### config.mk
export PLATFORM = sky130hd
export DESIGN_NAME = da_bitplane_accumulator
export DESIGN_NICKNAME = d
export VERILOG_FILES = /design/src/rtl/da_bitplane_accumulator.sv
export SDC_FILE = /design/constraint.sdc
export NUM_CORES = 1
export LEC_CHECK = 0
export CAP_MARGIN = 30
export CORE_MARGIN = 2
export CORE_UTILIZATION = 50
export CTS_BUF_LIST = sky130_fd_sc_hd__clkbuf_8
export DETAILED_ROUTE_END_ITERATION = 10
export PLACE_DENSITY_LB_ADDON = 0.15
export SYNTH_ARGS = -nofsm -noshare
export SYNTH_HDL_FRONTEND = slang
export SYNTH_SLANG_ARGS = --single-unit
### constraint.sdc
create_clock -name clk -period 3.9 [get_ports clk]
set_input_delay 0.39 -clock clk [delete_from_list [all_inputs] [get_ports clk]]
set_output_delay 0.39 -clock clk [all_outputs]
set_load 0.01 [all_outputs]
### src/rtl/da_bitplane_accumulator.sv
// -----------------------------------------------------------------------------
// da_bitplane_accumulator
//
// Bit-serial distributed-arithmetic inner product for one four-sample DCT
// butterfly group. Samples are captured once, then walked one bit plane per
// cycle (MSB first). Each plane addresses an external combinational
// coefficient ROM with offset-binary coding; the signed term is folded into a
// full-precision shift-and-add accumulator. After the last plane a single
// commit cycle copies the accumulator into the result register, which is then
// offered with a valid/ready handshake.
//
// Ports
//   clk          rising-edge clock
//   rst_n        asynchronous active-low reset
//   i_in_valid   x0..x3 present
//   o_in_ready   block accepts a new sample group (IDLE only)
//   i_x0..i_x3   signed samples, SAMPLE_W bits each
//   o_rom_cs     coefficient ROM chip select (RUN only)
//   o_rom_addr   3-bit ROM address, zero outside RUN
//   i_rom_data   signed ROM word, valid in the same cycle as o_rom_addr
//   o_out_valid  o_z holds a finished result
//   i_out_ready  consumer takes o_z
//   o_z          signed result, ACC_W bits
// -----------------------------------------------------------------------------
module da_bitplane_accumulator #(
    parameter int unsigned SAMPLE_W = 16,
    parameter int unsigned COEF_W   = 16,
    parameter int unsigned ACC_W    = SAMPLE_W + COEF_W + 1
) (
    input  logic                clk,
    input  logic                rst_n,
    input  logic                i_in_valid,
    output logic                o_in_ready,
    input  logic [SAMPLE_W-1:0] i_x0,
    input  logic [SAMPLE_W-1:0] i_x1,
    input  logic [SAMPLE_W-1:0] i_x2,
    input  logic [SAMPLE_W-1:0] i_x3,
    output logic                o_rom_cs,
    output logic [2:0]          o_rom_addr,
    input  logic [COEF_W-1:0]   i_rom_data,
    output logic                o_out_valid,
    input  logic                i_out_ready,
    output logic [ACC_W-1:0]    o_z
);

    localparam int unsigned     CNT_W   = (SAMPLE_W > 1) ? $clog2(SAMPLE_W) : 1;
    localparam logic [CNT_W-1:0] CNT_MSB = CNT_W'(SAMPLE_W - 1);

    typedef enum logic [1:0] {
        IDLE,
        RUN,
        DONE
    } state_t;

    state_t r_state;
    state_t w_state_next;

    logic [SAMPLE_W-1:0]     r_x0, r_x1, r_x2, r_x3;
    logic [CNT_W-1:0]        r_bit_cnt;
    logic signed [ACC_W-1:0] r_acc;
    logic [ACC_W-1:0]        r_z;
    logic                    r_out_valid;

    logic                    w_accept;
    logic                    w_commit;
    logic                    w_release;
    logic                    w_b0, w_b1, w_b2, w_b3;
    logic [2:0]              w_addr;
    logic signed [ACC_W-1:0] w_coef;
    logic signed [ACC_W-1:0] w_term;
    logic signed [ACC_W-1:0] w_acc_next;

    // Sample registers shift left every plane, so the current plane is
    // always their MSB column.
    assign w_b0 = r_x0[SAMPLE_W-1];
    assign w_b1 = r_x1[SAMPLE_W-1];
    assign w_b2 = r_x2[SAMPLE_W-1];
    assign w_b3 = r_x3[SAMPLE_W-1];

    // Offset-binary folding: the ROM only stores the b0=0 half of the table,
    // the other half is its negation at the complemented address.
    assign w_addr = {w_b1, w_b2, w_b3} ^ {3{w_b0}};
    assign w_coef = ACC_W'($signed(i_rom_data));
    assign w_term = w_b0 ? -w_coef : w_coef;

    // The sign plane carries negative weight in two's complement.
    assign w_acc_next = (r_bit_cnt == CNT_MSB) ? -w_term : ((r_acc <<< 1) + w_term);

    always_ff @(posedge clk or negedge rst_n) begin
        if (!rst_n) begin
            r_state <= IDLE;
        end else begin
            r_state <= w_state_next;
        end
    end

    always_comb begin
        w_state_next = r_state;
        o_in_ready   = 1'b0;
        o_rom_cs     = 1'b0;
        o_rom_addr   = 3'b000;
        w_accept     = 1'b0;
        w_commit     = 1'b0;
        w_release    = 1'b0;
        unique case (r_state)
            IDLE: begin
                o_in_ready = 1'b1;
                if (i_in_valid) begin
                    w_accept     = 1'b1;
                    w_state_next = RUN;
                end
            end
            RUN: begin
                o_rom_cs   = 1'b1;
                o_rom_addr = w_addr;
                if (r_bit_cnt == '0) begin
                    w_state_next = DONE;
                end
            end
            DONE: begin
                // First DONE cycle commits the accumulator; the handshake is
                // only honoured once the result is actually on o_z.
                if (!r_out_valid) begin
                    w_commit = 1'b1;
                end else if (i_out_ready) begin
                    w_release    = 1'b1;
                    w_state_next = IDLE;
                end
            end
            default: begin
                w_state_next = IDLE;
            end
        endcase
    end

    always_ff @(posedge clk or negedge rst_n) begin
        if (!rst_n) begin
            r_x0        <= '0;
            r_x1        <= '0;
            r_x2        <= '0;
            r_x3        <= '0;
            r_bit_cnt   <= '0;
            r_acc       <= '0;
            r_z         <= '0;
            r_out_valid <= 1'b0;
        end else begin
            if (w_accept) begin
                r_x0      <= i_x0;
                r_x1      <= i_x1;
                r_x2      <= i_x2;
                r_x3      <= i_x3;
                r_bit_cnt <= CNT_MSB;
            end else if (r_state == RUN) begin
                r_x0  <= r_x0 << 1;
                r_x1  <= r_x1 << 1;
                r_x2  <= r_x2 << 1;
                r_x3  <= r_x3 << 1;
                r_acc <= w_acc_next;
                if (r_bit_cnt != '0) begin
                    r_bit_cnt <= r_bit_cnt - CNT_W'(1);
                end
            end

            if (w_commit) begin
                r_z         <= r_acc;
                r_out_valid <= 1'b1;
            end else if (w_release) begin
                r_out_valid <= 1'b0;
            end
        end
    end

    assign o_out_valid = r_out_valid;
    assign o_z         = r_z;

endmodule

# == Word-level counts from Yosys, hierarchy flattened ==
# Cells that the tools add are included.
# totals
wordCells,61
register_bits,137
inputBits,84
# classes
n_reduce_logical,9
muxes,30
eq_ne,7
n_addsub,4
n_bitwise,2
# ops
op,n
two-way mux 16 bit,8
two-way mux 33 bit,2
adder 33 bit,1
negator 16 -> 33 bit,1
negator 33 bit,1
two-way mux 4 bit,3
two-way mux 1 bit,11
two-way mux 2 bit,4
"!= test 2 bit, second input constant",4
case mux 2 bit (3 select lines),1
nonzero test 2 bit,3
"equality test 4 bit, second input constant",1
logical NOT 4 bit,1
AND reduction 2 bit,2
AND reduction 4 bit,1
nonzero test 4 bit,1
"subtractor 4 x 1 -> 4 bit, second input constant",1
two-way mux 3 bit,1
bitwise XOR 3 bit,1
"equality test 2 x 1 -> 1 bit, second input constant",1
"equality test 2 bit, second input constant",1
logical NOT 2 bit,1
NOT 1 bit,1

# == Longest topological paths before layout ==
# depth
ltp_word,5
depth_mapped,19
mapped_depth_nobuf,16

# == Worst setup path before layout ==
# Ideal clock, no wire load.
# synth_path
path_type,input-to-reg
startpoint,input i_rom_data[4]
endpoint,register r_acc[32]
cell_stages,17
arrival_time_ps,4010
path_slack_ps,-192
path_cell_list,buf_4 nor4_4 nand2_2 nor2_1 inv_1 ha_1 and2_1 nor2_1 ha_1 nand4_1 a2111oi_0 a22oi_1 a211oi_1 or3_1 o41ai_1 or3_1 a31oi_1
# synth_between
elab_chain_cells,4
elab_cells_between_ends,5
# synth_rtl
item,line_no,text
"start, declared",40,"input logic [COEF_W-1:0] i_rom_data,"
negator 16 -> 33 bit,84,assign w_term = w_b0 ? -w_coef : w_coef;
two-way mux 33 bit *,84,
adder 33 bit / negator 33 bit (equally long branches),87,assign w_acc_next = (r_bit_cnt == CNT_MSB) ? -w_term : ((r_acc <<< 1) + w_term);
two-way mux 33 bit *,87,
"end signal, assigned",158,r_acc <= w_acc_next;
"end, declared",60,logic signed [ACC_W-1:0] r_acc;
# Every way passes the cells marked *; elsewhere a longest branch is shown, timed or not.
# A chain may end at the register's enable or synchronous reset.

# == Final worst setup path ==
# layout_path
startpoint,input i_rom_data[2]
endpoint,register r_acc[19]
# The elaborated chain is that of the path after synthesis.

==> metrics <==
ANT cells=0; mux share of post-synthesis cell area=0.0463; Post-synth top flop=dfrtp_1; drt first pass iters=7; Clk pin slew, worst setup/hold paths=approximately 0.09 ns; crit path cell chain=clkdlybuf4s50_1 -> nor4_4 -> buf_4 -> nand2_2 -> o31a_1 -> xor2_1 -> ha_1 -> nand4_1 -> o32a_1 -> o211ai_1 -> a21oi_1 -> o21ai_1 -> or4b_2 -> o221ai_1; xor and xnor area share after synthesis=0.0533; Synth top area share=0.404; first-pass GRT wire length=roughly 36000 microns; DR DRC count=0; crit path kind=in -> reg; Synth Register Bits=between 100 and 150; period utilisation layout=0.950; die width=134 microns; worst skew pair latency=around 0.47 ns; Cells after Synth=between 900 and 1000; Startpoint Class=primary input; most common cell in the netlist=nand2_1; Avg Inst Size Synth=between 8 and 9 sq um; async set-reset flop share out of synthesis=1.00; final RePlAce weighted congestion=between 0.9 and 1; placed insts=approximately 1400; Hold WC Path Type=in -> reg; HPWL after DPL=about 16000 microns; height of the die=about 130 microns; Post-CTS Setup Repair Bufs=0; NumNets Final=about 1300; Leak=roughly 5.0 nW; post-synthesis sequential area ratio=0.404; Synth top cells by count=nand2_1, dfrtp_1, a22oi_1, a21oi_1, o21ai_0; Simple-Gate Fraction of Synth Area=0.185; Final setup viols=0; Syn-to-layout area delta=29.7%; Fin. Hold Viols=0; grt total ovfl=0; Post-synth EDFFs=0; Cell Count, Final, Fillers Out=around 1400; Netlist cell types=76; filler instances=about 1400; vias in the first global route=7274; Starting DRT DRC Count=between 500 and 600; clk buf depth=2; total die area=about 0.018 sq mm; GRT Resource Usage Total=0.250; DR vias=7746; largest cells by area after synthesis=dfrtp_1, nand2_1, a22oi_1; routed vias/inst=around 5.6; Worst-Margin Slew=1.02 ns; total power=roughly 10 mW; CTS root buf=clkbuf_8; CP peak stage delay=0.59 ns; Pwr Density=906 mW/mm^2; total CTS buffers=17; Routed WL per cell=15.7 microns; max cap viols=0; antenna violations before repair=0; Worst Slack Setup Final=roughly 0.19 ns; CTS tree=built; IO Port Bufs=around 120; FMAX=~270 MHz; CTS Sinks=137; synthesized area=about 0.0085 sq mm; WP data arrival=4.08 ns; area leader, netlist=dfrtp_1; H-Tree Depth=4; Core Area=approximately 0.017 sq mm; layout cells sized above 1=0.180; RSZ-0062 raised after global routing=false; slowest CP cell=or4b_2; ANT nets after route=0; Max Slew Vio Count=0; compound-cell area share of the yosys netlist=0.212; largest family of logic cells by synthesized area=compound AO/OA/AOI/OAI gates; Hold Worst Slack=between 0.4 and 0.5 ns; Worst EP required=4.28 ns; synth warn=0; crit path max fanout=7; I/O pins=~120; pin count of the biggest net entering global routing=99; clk_skew=between 0.015 and 0.02 ns; crit end category=flip-flop; Mapped Nets=roughly 1100; Slew Limit Headroom=0.315; drt total wl=21800 microns; adder-cell share of the synthesized area=0.0584; Placement Setup Slack=-0.270 ns; VDD IR-drop max=about 0.00040 V; # rows=47; Initial Utilization=0.511; outcome=finished, final reports clean; post-route minimum period=around 3.7 ns
## final cells by class
class / instances / area [sq um] / area share
multi-input cells: 739 / 4760 / 0.432
flip-flops and latches: 137 / 3430 / 0.312
repair buffers: 231 / 2060 / 0.188
well taps: 220 / 275 / 0.0250
clock buffers: 18 / 248 / 0.0225
clock inverters: 14 / 125 / 0.0114
inverters: 27 / 101 / 0.00922
## cell families after synthesis
family / Yosys count
AND/OR/NAND/NOR: 347
AO/OA/AOI/OAI: 269
flip-flops: 137
buffers and inverters: 80
XOR/XNOR: 49
adder cells (fa/ha/maj): 39
multiplexers: 35
## sequential cells by signal (all words and copies together) (netlist names)
register	count
o_z	33
r_x3	16
o_out_valid	1
r_x2	16
r_state	2
r_x1	16
r_x0	16
r_bit_cnt	4
r_acc	33
## layout by cell type (no fill, tap or decap), drive strengths merged, types with 14 or more instances in the layout
cell type	n
nand2	197
dfrtp	137
clkdlybuf4s50	121
buf	109
o21ai	67
a22oi	64
a21oi	59
nor2	58
ha	38
inv	36
mux2	34
xnor2	32
nand3	23
clkbuf	18
xor2	17
nor3	14
## critical path: cells and delay by family
kind                       cells  cell delay, ns
adders and majority gates      1            0.37
AOI/OAI and AO/OA              6            1.33
buffers and inverters          2            0.67
xor gates and xnor gates       1            0.16
and+or+nand+nor                4            1.13
## power by group
group          internal (mW)  switching [mW]  leakage [nW]
Clock                  0.480           0.638         0.179
Sequential              2.13           0.455          1.66
Combinational           2.91            3.35          3.14
## per-layer routing
layer / wire length [microns] / GRT usage / share of wire / vias up
met5: 0 / 0 / 0 / -
met4: 286 / 0.0620 / 0.013 / 0
met3: 1390 / 0.0658 / 0.064 / 27
met2: 10100 / 0.395 / 0.46 / 218
met1: 10000 / 0.345 / 0.46 / 3673
li1: - / - / - / 3828
## worst paths after layout
path,from,end,slack (ns),cells after the start
setup reg to reg,r_x0[15],r_acc[19],0.40,12
max in group asynchronous,rst_n,o_z[30],2.71,4
hold / removal,i_x1[0],r_x1[0],0.45,3
setup / recovery,i_rom_data[2],r_acc[19],0.19,14
min in group asynchronous,rst_n,o_z[8],0.47,3
hold reg to reg,r_x1[13],r_x1[13],0.48,2
## through the flow
stage	area [sq um]	TNS, ns	utilization
global placement	10600	-0.878	0.638
detailed placement	10600	-1.71	0.638
finish	11000	0	0.663
CTS	11000	0	0.660
floorplan	8510	0	-
global route	11000	0	0.663
## timing repair
| item | 4_1_cts | 5_1_grt |
|---|---|---|
| hold endpoints to repair | 0 | 25 |
| setup endpoints to repair | 0 | 7 |
| hold buffers | 0 | 1 |
| resized for setup | 0 | 3 |
(Power assumes the default switching activity.)
